## src/rtl/alu_mul_ctrl_pkg.sv

```systemverilog
// Shared definitions for the shift-add multiplier controller and its ALU.
package alu_mul_ctrl_pkg;

  // Controller states
  typedef enum logic [1:0] {
    IDLE = 2'd0,
    RUN  = 2'd1,
    DONE = 2'd2
  } state_t;

  // ALU operation codes
  localparam logic [3:0] ALU_AND = 4'b0000;
  localparam logic [3:0] ALU_OR  = 4'b0001;
  localparam logic [3:0] ALU_ADD = 4'b0010;
  localparam logic [3:0] ALU_SUB = 4'b0110;

  // Datapath width of the ripple ALU
  localparam int unsigned ALU_W = 6;

  // One RUN cycle per multiplier bit
  localparam int unsigned ITER_COUNT = 6;
  localparam int unsigned CNT_W      = $clog2(ITER_COUNT);

endpackage

```

## src/rtl/alu_mul_ctrl_alu.sv

```systemverilog
// 6-bit ripple-carry ALU: AND, OR, ADD, SUB. Purely combinational.
module ALU_6_bit
  import alu_mul_ctrl_pkg::*;
(
  input  logic [ALU_W-1:0] a,
  input  logic [ALU_W-1:0] b,
  input  logic             cin,
  input  logic [3:0]       op,
  output logic [ALU_W-1:0] result,
  output logic             cout
);

  logic [ALU_W:0]   c;
  logic [ALU_W-1:0] bx;
  logic [ALU_W-1:0] sum;

  // Ripple adder; subtraction inverts b and forces the carry-in high
  always_comb begin
    bx   = (op == ALU_SUB) ? ~b : b;
    c    = '0;
    c[0] = (op == ALU_SUB) ? 1'b1 : cin;
    sum  = '0;
    for (int unsigned i = 0; i < ALU_W; i++) begin
      sum[i]   = a[i] ^ bx[i] ^ c[i];
      c[i+1]   = (a[i] & bx[i]) | (c[i] & (a[i] ^ bx[i]));
    end
  end

  // Result and carry-out selection by op code
  always_comb begin
    result = '0;
    cout   = 1'b0;
    case (op)
      ALU_AND: result = a & b;
      ALU_OR:  result = a | b;
      ALU_ADD,
      ALU_SUB: begin
        result = sum;
        cout   = c[ALU_W];
      end
      default: begin
        result = '0;
        cout   = 1'b0;
      end
    endcase
  end

endmodule

```

## src/rtl/alu_mul_ctrl.sv

```systemverilog
// Sequential shift-add multiplier: WIDTH x WIDTH -> 2*WIDTH, one bit per cycle,
// using the shared ripple ALU as its only adder.
module alu_mul_ctrl
  import alu_mul_ctrl_pkg::*;
#(
  parameter int unsigned WIDTH = 6
) (
  input  logic               clk,
  input  logic               reset,
  input  logic               start,
  input  logic [WIDTH-1:0]   a,
  input  logic [WIDTH-1:0]   b,
  output logic               busy,
  output logic               done,
  output logic [2*WIDTH-1:0] product
);

  localparam logic [CNT_W-1:0] LAST_ITER = CNT_W'(ITER_COUNT - 1);

  state_t           state;
  state_t           state_nx;
  logic [WIDTH-1:0] acc;
  logic [WIDTH-1:0] q;
  logic [WIDTH-1:0] mcand;
  logic [CNT_W-1:0] count;
  logic [WIDTH-1:0] alu_sum;
  logic             alu_cout;

  ALU_6_bit u_alu (
    .a      (acc),
    .b      (mcand),
    .cin    (1'b0),
    .op     (ALU_ADD),
    .result (alu_sum),
    .cout   (alu_cout)
  );

  // State register
  always_ff @(posedge clk) begin
    if (reset) state <= IDLE;
    else       state <= state_nx;
  end

  // Next-state logic
  always_comb begin
    state_nx = state;
    case (state)
      IDLE:    if (start) state_nx = RUN;
      RUN:     if (count == LAST_ITER) state_nx = DONE;
      DONE:    state_nx = IDLE;
      default: state_nx = IDLE;
    endcase
  end

  // Outputs decoded from state; product is the live {acc,q} register pair
  always_comb begin
    busy    = (state == RUN);
    done    = (state == DONE);
    product = {acc, q};
  end

  // Datapath: load on accepted start, one shift(-add) step per RUN cycle.
  // The {acc,q} pair shifts right as one register, the ALU carry-out
  // becoming the new acc MSB when the partial product is added.
  always_ff @(posedge clk) begin
    if (reset) begin
      acc   <= '0;
      q     <= '0;
      mcand <= '0;
      count <= '0;
    end else begin
      case (state)
        IDLE: begin
          if (start) begin
            mcand <= a;
            q     <= b;
            acc   <= '0;
            count <= '0;
          end
        end
        RUN: begin
          count <= count + 1'b1;
          if (q[0]) begin
            acc <= {alu_cout, alu_sum[WIDTH-1:1]};
            q   <= {alu_sum[0], q[WIDTH-1:1]};
          end else begin
            acc <= {1'b0, acc[WIDTH-1:1]};
            q   <= {acc[0], q[WIDTH-1:1]};
          end
        end
        default: ;
      endcase
    end
  end

endmodule

```

## config.mk

```make
export PLATFORM = sky130hd
export DESIGN_NAME = alu_mul_ctrl
export DESIGN_NICKNAME = d
export VERILOG_FILES = /design/src/rtl/alu_mul_ctrl_pkg.sv /design/src/rtl/alu_mul_ctrl_alu.sv /design/src/rtl/alu_mul_ctrl.sv
export SDC_FILE = /design/constraint.sdc
export NUM_CORES = 1
export LEC_CHECK = 0
export ABC_AREA = 1
export BUFFER_PORTS_ARGS = -buffer_cell sky130_fd_sc_hd__buf_2
export CAP_MARGIN = 10
export CORE_ASPECT_RATIO = 0.75
export CORE_UTILIZATION = 30
export DETAILED_ROUTE_END_ITERATION = 10
export HOLD_SLACK_MARGIN = 0.12
export PLACE_DENSITY = 0.47
export SLEW_MARGIN = 25
export SYNTH_ARGS = -nofsm -noshare
export SYNTH_HDL_FRONTEND = slang
export SYNTH_SLANG_ARGS = --single-unit
export TNS_END_PERCENT = 1
```

## constraint.sdc

```tcl
create_clock -name clk -period 4.11 [get_ports clk]
set_input_delay 0 -clock clk [delete_from_list [all_inputs] [get_ports clk]]
set_output_delay 0 -clock clk [all_outputs]
set_load 0.01 [all_outputs]
```

Word level (Yosys, flattened, before mapping). Index checks and enable logic that the tools add are counted.

$add $sub $neg: 1. Equality and inequality tests: 5. Muxes and demuxes: 11. Bitwise gates (word level): 27. Reductions and logical operators: 5.

Operators by type and width (number): 6-bit two-way mux (4); 6-bit case mux with 2 select lines (2); 1-bit AND (11); 1-bit bitwise XOR (11); 3-bit case mux with 2 select lines (1); 2-bit AND reduction (3); 1-bit OR (5); 2-bit two-way mux (2); 2-bit case mux with 2 select lines (1); 3-bit by 1-bit adder with 3-bit output (second input constant) (1); 3-bit equality test (second input constant) (1); 3-bit two-way mux (1); 2-bit by 1-bit equality test with 1-bit output (second input constant) (1); 2-bit equality test (second input constant) (1); 2-bit logical NOT (1); 2-bit by 1-bit != test with 1-bit output (second input constant) (1); 2-bit != test (second input constant) (1); 2-bit nonzero test (1).

Register bits after elaboration: 23. Input port bits: 15. Output and inout bits: 14. Word-level logic and storage cells: 54.

Longest topological paths before layout. Gate-level depths: netlist (run 1).

Depth after elaboration: 13. Depth in mapped cells: 14. Gate-level depth less buffers: 14.

Cells and area by module. Synthesis (run 1) repeated with hierarchy kept, for this count alone.

Cell total of the unflattened synthesis: 254. Area, all modules: 1581.5 µm².

By module, submodules not included: alu_mul_ctrl (instances 1, cells each 155, area an instance 1044.8 µm², sequential area each 460.4 µm²); ALU_6_bit (instances 1, cells each 99, area an instance 536.8 µm², sequential area each 0.0 µm²).

Worst setup path after synthesis (run 1). Ideal clock, no wire load.

Path type: register -> register. From: reg acc[0]. To: reg acc[4]. Library setup time: 0.132 ns. Arrival: 2.582 ns. Required time: 3.978 ns. Path slack: 1.396 ns. Cell stages (with the launch flop): 15. Buffers on the path: 0. Clock period less this slack: 2.714 ns. Path through: dfxtp_1 ha_1 inv_1 fa_1 fa_1 inv_1 fa_1 inv_1 fa_1 inv_1 fa_1 nand2_1 nand2_1 nand2_1 a21oi_1.

Longest elaborated chain between the ends: 12.

RTL lines: from (decl) (line alu_mul_ctrl.sv:22) `logic [WIDTH-1:0] acc;`; from (signal assigned) (line alu_mul_ctrl.sv:84) `acc <= {alu_cout, alu_sum[WIDTH-1:1]};`; from (signal assigned) (line alu_mul_ctrl.sv:87) `acc <= {1'b0, acc[WIDTH-1:1]};`; 1-bit AND (2 in series) (line alu_mul_ctrl_alu.sv:25) `c[i+1] = (a[i] & bx[i]) | (c[i] & (a[i] ^ bx[i]));`; 1-bit OR (line alu_mul_ctrl_alu.sv:25); 1-bit AND (line alu_mul_ctrl_alu.sv:25); 1-bit OR (line alu_mul_ctrl_alu.sv:25); 1-bit AND (line alu_mul_ctrl_alu.sv:25); 1-bit OR (line alu_mul_ctrl_alu.sv:25); 1-bit AND (line alu_mul_ctrl_alu.sv:25); 1-bit OR (line alu_mul_ctrl_alu.sv:25); 1-bit bitwise XOR (line alu_mul_ctrl_alu.sv:24) `sum[i] = a[i] ^ bx[i] ^ c[i];`; 6-bit two-way mux (line alu_mul_ctrl.sv:83) `if (q[0]) begin`; 6-bit case mux with 2 select lines (line alu_mul_ctrl.sv:72) `case (state)`.

No other way between the ends. A chain may end at the register's enable or synchronous reset.

Worst setup path in the final report (run 1). Ends and elaborated chain as after synthesis.

==> results of run 1 <==
critical path, delay by kind of cell, from the launching register on:
kind	cells	cell delay, ns
AOI/OAI and AO/OA	1	0.06
buffers and inverters	4	0.26
and+or+nand+nor	3	0.18
DFF	1	0.37
adders and majority gates	6	1.84
area by class of cell:
type / instances / area (um^2)
fillers: 409 / 2152
multi-input cells: 112 / 576.8
well taps: 52 / 65.06
flip-flops and latches: 23 / 460.4
inverters: 26 / 97.59
clock buffers: 4 / 45.04
repair buffers: 43 / 287.8
state kept, by name, summed over array words and instances (netlist names):
signal and flops:
count 3, acc 6, q 6, state 2, mcand 6
power by group:
| part | switching (mW) | total [mW] | internal (mW) |
|---|---|---|---|
| sequential | 0.0107 | 0.247 | 0.237 |
| combinational | 0.0516 | 0.0909 | 0.0393 |
| clock | 0.0734 | 0.143 | 0.0692 |
cells by family after synthesis:
| kind of cell | after synthesis |
|---|---|
| simple gates | 79 |
| buf+inv | 33 |
| flops | 23 |
| fa+ha+maj | 8 |
| compound gates | 25 |
metal layers:
layer | share of wire | GRT usage | up-vias
met3 | 0.030 | 0.04529 | 2
li1 | - | - | 590
met2 | 0.46 | 0.2312 | 12
met1 | 0.51 | 0.1955 | 490
met4 | 0.0060 | 0.04670 | 0
met5 | 0 | 0 | -
cells in the mapped netlist:
library cell | instances | share of area
nor2_1 | 26 | 0.083
dfxtp_1 | 23 | 0.39
nand3_1 | 5 | 0.021
inv_2 | 3 | 0.0096
nand2_1 | 45 | 0.14
nor4_1 | 1 | 0.0054
nand3_2 | 1 | 0.0086
nand2_2 | 1 | 0.0054
ha_1 | 3 | 0.032
inv_1 | 23 | 0.074
a21oi_1 | 11 | 0.047
fa_1 | 5 | 0.086
clkbuf_1 | 2 | 0.0064
o21ai_1 | 8 | 0.034
buf_2 | 4 | 0.017
o21ai_0 | 6 | 0.026
buf_4 | 1 | 0.0064
through the flow:
stage	power, mW	hold slack (ns)	instance area, um^2
6_report	0.4809	0.4837	1533
5_1_grt	0.5125	0.5231	1533
4_1_cts	0.4880	0.4842	1533
3_5_place_dp	0.3341	0.2626	1348
3_3_place_gp	0.3327	0.2496	1348
2_1_floorplan	0.3087	0.1640	1170
path summary, 6_finish.rpt:
kind          start  endpoint  depth (start not counted)
max          acc[0]    acc[4]                         14
min          acc[4]    acc[4]                          2
max reg2reg  acc[0]    acc[4]                         14
min reg2reg  acc[4]    acc[4]                          2
==> impl_results.md, run 1 <==
- Placeable Area: 3685 um^2
- Library cells used by synthesis: 17
- Diode count: 0
- Synth-to-layout area growth: 31.02%
- Setup CP Type: reg2reg
- Share of synthesized cell area in full adder, half adder and majority cells: 0.1176
- #FFs+latches synth: 23
- CP Capture Type: register
- First-pass GRT wire length: 4698 um
- Sequential fraction of the synthesis area: 0.3936
- Post-synthesis net count: 191
- # clock sinks: 23
- I/O pin total: 29
- Crit-path max cell delay: 0.40 ns
- Post-CTS Hold Buffers: 14
- Chip Height: 56.08 um
- Setup WS pre-CTS: 1.319 ns
- Top cell by count, worst path: fa_1
- Die X: 74.11 um
- CTS tree: built
- Peak supply drop: 0.0001733 V
- Part of the cycle the worst path needs: 0.6820
- Worst Max-Slew Pin Slew: 0.3687 ns
- Mux cell area share after synthesis: 0
- Simple-gate share of the synthesized area: 0.2684
- Detailed placer's ending HPWL: 1890 um
- Largest net degree at the start of global routing: 21
- # Max-Cap Violations: 0
- Setup WS post-layout: 1.307 ns
- Startpoint Class: register
- Power Density: 313.8 nW/um^2
- Final min period: 2.803 ns
- H-tree Lvls: 1
- Cell Area, Synth: 1170 um^2
- Via count: 1094
- Largest family of logic cells by synthesized area: simple AND/OR/NAND/NOR gates
- Post-DRT Antenna Nets: 0
- FF-to-FF setup slack: 1.31 ns
- DRT iter0 DRCs: 33
- Post-CTS Resized: 0
- Fmax: 356.7 MHz
- Routed WL: 2670 um
- Root Buffer: clkbuf_8
- Most common cell after layout, fill and taps aside: nand2_1
- Required time worst endpoint: 4.26 ns
- Fin. Hold Viols: 0
- Layout cell share with drive strength beyond 1: 0.1779
- P_leak: 0.7428 nW
- Synth Warn #: 0
- Average footprint of a synthesized cell: 6.964 um^2
- Status: complete, no violations
- Critical path cell sequence: ha_1, inv_1, fa_1, fa_1, inv_1, fa_1, inv_1, fa_1, inv_1, fa_1, nand2_1, nand2_1, nand2_1, a21oi_1
- Grt total ovfl: 0
- Port Buffer Count: 28
- All-Layer GR Usage: 0.1487
- FP Rows: 19
- Slew Limit Fails: 0
- Initial antenna violation count: 0
- Max_slew headroom: 0.7540
- DR WL/cell: 10.27 um
- Clock Tree Buf Depth: 2
- Nets: 232
- Placer Congestion: 0.7756
- Slowest cell on the critical path: fa_1
- Via/cell ratio: 4.208
- Hold WC Path Type: reg2reg
- Clock Latency Late Sink: 0.26 ns
- Vias in the first global route: 1053
- Most frequent cells in the layout: nand2_1 (45), buf_2 (28), nor2_1 (26)
- Die ar.: 4156 um^2
- Compound-Gate Fraction of Synth Area: 0.1070
- RSZ-0062 raised after global routing: no
- Final setup violation count: 0
- Remaining DRCs: 0
- Synth Area in XOR/XNOR: 0
- DRT Pass-1 Iters: 4
- CTS clk-pin slew, worst paths: 0.08 ns
- CTS Buf Count: 3
- Placed cell count: 242
- Initial core utilization: 0.3175
- # Post-CTS Setup Buffers: 0
- Clock skew: 0.003969 ns
- Mapped Cells: 168
- Final Util: 0.4160
- Non-filler cells, final: 260
- CP arrival: 2.96 ns
- Post-route setup TNS: 0 ns
- Crit path max fanout: 4
(Power assumes the default switching activity.)
==> run 2, diff against run 1 <==
Settings changed: PLACE_DENSITY 0.47 to 0.49.
Clock period 4.11 ns to 2.4 ns, I/O delays scaled along.
==> run 2 against run 1 <==
The flow now finishes with violations (setup timing). Clock skew is essentially flat. Core utilization grew 1.9 points. Cell area grew 4.6%. Worst setup slack lost 1.5 ns. Critical path depth is the same. Fmax grew 6.7%. Combinational power grew 82%.
==> impl_results.md, run 2 (same netlist as run 1, synthesis figures left out) <==
- Status: finished with violations
- Failing checks: setup timing
- Clock Power Share: 0.292 (-0.005)
- Power Density: 517.9 nW/um^2 (+65%)
- CP arrival: 2.79 ns (-0.17 ns)
- Sequential power share: 0.509 (-0.005)
- Startpoint Class: register
- Initial antenna violation count: 0 (unchanged)
- Top flop regs: acc: 6 flops, mcand: 6 flops, q: 6 flops
- Diode count: 0 (unchanged)
- DR WL/cell: 10.55 um (+2.7%)
- R2R depth: 14 (unchanged)
- R2R Path End: acc[4]
- Largest net degree at the start of global routing: 21 (unchanged)
- Final min period: 2.628 ns (-0.1752 ns)
- First-pass GRT wire length: 4788 um (+1.9%)
- Slowest cell on the critical path: fa_1
- Chip Height: 56.08 um (unchanged)
- All-Layer GR Usage: 0.1493 (+0.0005873)
- CP endpoint: acc[4]
- Root Buffer: clkbuf_8
- Initial core utilization: 0.3175 (unchanged)
- CP Capture Type: register
- Grt total ovfl: 0 (unchanged)
- Critical path cell sequence: ha_2, inv_1, fa_2, fa_2, inv_2, fa_1, inv_1, fa_2, inv_2, fa_1, nand2_1, nand2_1, nand2_1, a21oi_1
- Comb pwr share: 0.198 (+0.009)
- Synth-to-layout area growth: 37.01%
- Clock Latency Late Sink: 0.26 ns (about the same)
- Placer Congestion: 0.7190 (-7.3%)
- Port Buffer Count: 28 (unchanged)
- Setup CP Type: reg2reg
- # Max-Cap Violations: 0 (unchanged)
- Peak supply drop: 0.0003273 V (+89%)
- Slew Limit Fails: 0 (unchanged)
- Worst Setup SP: acc[0]
- Sw Share: 0.2825 (about the same)
- Die ar.: 4156 um^2 (unchanged)
- Setup WS post-layout: -0.2279 ns (-1.535 ns)
- Die X: 74.11 um (unchanged)
- Layout cell share with drive strength beyond 1: 0.2196 (+0.04174)
- Final Util: 0.4350 (+0.01902)
- Fmax: 380.5 MHz (+6.7%)
- Post-DRT Antenna Nets: 0 (unchanged)
- NetSw: 0.2345 mW (+73%)
- CTS tree: built
- RSZ-0062 raised after global routing: yes
- FF-to-FF setup slack: -0.23 ns (-1.53 ns)
- Max_slew headroom: 0.7301 (-0.02383)
- Hold WC Path Type: in2reg
- Crit-path max cell delay: 0.41 ns (about the same)
- Worst Max-Slew Pin Slew: 0.4044 ns (+0.03571 ns)
- Placeable Area: 3685 um^2 (unchanged)
- Clock skew: 0.003713 ns (-0.0002566 ns)
- Internal Power: 0.5956 mW (+73%)
- Detailed placer's ending HPWL: 1934 um (+2.3%)
- Start of the worst register-to-register path: acc[0]
- H-tree Lvls: 1 (unchanged)
- Remaining DRCs: 0 (unchanged)
- I/O pin total: 29 (unchanged)
- Most common cell after layout, fill and taps aside: nand2_1
- Nets: 238 (+2.6%)
- DRT iter0 DRCs: 80 (+140%)
- DRT Pass-1 Iters: 4 (unchanged)
- Via count: 1147 (+4.8%)
- CTS clk-pin slew, worst paths: 0.08 ns (about the same)
- Part of the cycle the worst path needs: 1.095 (+0.4129)
- P_leak: 0.7780 nW (+4.7%)
- Via/cell ratio: 4.312 (+2.5%)
- Routed WL: 2806 um (+5.1%)
- Fin. Hold Viols: 0 (unchanged)
- Power, Total: 0.8301 mW (+73%)
- Crit path max fanout: 2 (-2)
- CTS Buf Count: 3 (unchanged)
- Final setup violation count: 1 (+1)
- Required time worst endpoint: 2.56 ns (-1.70 ns)
- FP Rows: 19 (unchanged)
- Vias in the first global route: 1051 (-0.19%)
- # clock sinks: 23 (unchanged)
- Clock Tree Buf Depth: 2 (unchanged)
- Most frequent cells in the layout: nand2_1 (45), buf_2 (28), nor2_1 (26)
==> run 2: per-layer routing <==
layer,wire length (um),global-route usage,up-vias
met5,0,0,-
met4,13,0.01648,0
met3,115,0.04529,2
met2,1304,0.2325,18
met1,1372,0.2083,526
li1,-,-,601
==> run 2: worst max-delay path: cells and delay by family (launching register included) <==
family / cells / cell delay, ns
adder cells (fa/ha/maj): 6 / 1.71
flip-flops: 1 / 0.35
buffers and inverters: 4 / 0.22
AND/OR/NAND/NOR: 3 / 0.18
AO/OA/AOI/OAI: 1 / 0.06
==> run 2: worst min path at each step <==
stage	startpoint	end	cells after the start
6_report	reset	q[5]	4
5_1_grt	reset	q[5]	4
4_1_cts	reset	q[5]	4
3_5_place_dp	a[5]	mcand[5]	3
3_3_place_gp	a[2]	mcand[2]	3
2_1_floorplan	a[0]	mcand[0]	2
==> run 2: stage by stage <==
stage	TNS [ns]	setup slack, ns	instances	instance area (um^2)	hold slack (ns)
floorplan	-0.1877	-0.1877	168	1181	0.1640
global placement	-0.1916	-0.1916	244	1374	0.2476
detailed placement	-0.2695	-0.2695	244	1374	0.2620
CTS	-0.2410	-0.2410	266	1603	0.1202
global route	-0.3475	-0.3253	266	1603	0.1438
finish	-0.2279	-0.2279	266	1603	0.1264
==> run 2: power groups by stage <==
stage | clock [mW] | sequential, mW | combinational [mW]
floorplan | 0 | 0.432 | 0.0962
global placement | 0 | 0.431 | 0.141
detailed placement | 0 | 0.432 | 0.143
CTS | 0.250 | 0.423 | 0.165
global route | 0.273 | 0.427 | 0.188
finish | 0.242 | 0.423 | 0.165
==> run 2: layout make-up <==
| class | count | area, um^2 |
|---|---|---|
| fill | 403 | 2082 |
| multi-input combinational | 112 | 586.8 |
| sequential | 23 | 465.4 |
| timing repair buffer | 49 | 342.8 |
| inverter | 26 | 97.59 |
| tap | 52 | 65.06 |
| clock buffer | 4 | 45.04 |
==> run 2: repair_timing <==
| item | CTS | global route |
|---|---|---|
| setup buffers | 0 | 0 |
| cloned | 0 | 0 |
| pin swaps | 1 | 0 |
| hold endpoints to repair | 21 | 0 |
| resized for setup | 3 | 0 |
| hold buffers | 18 | 0 |
| endpoints found under the setup margin | 1 | 3 |
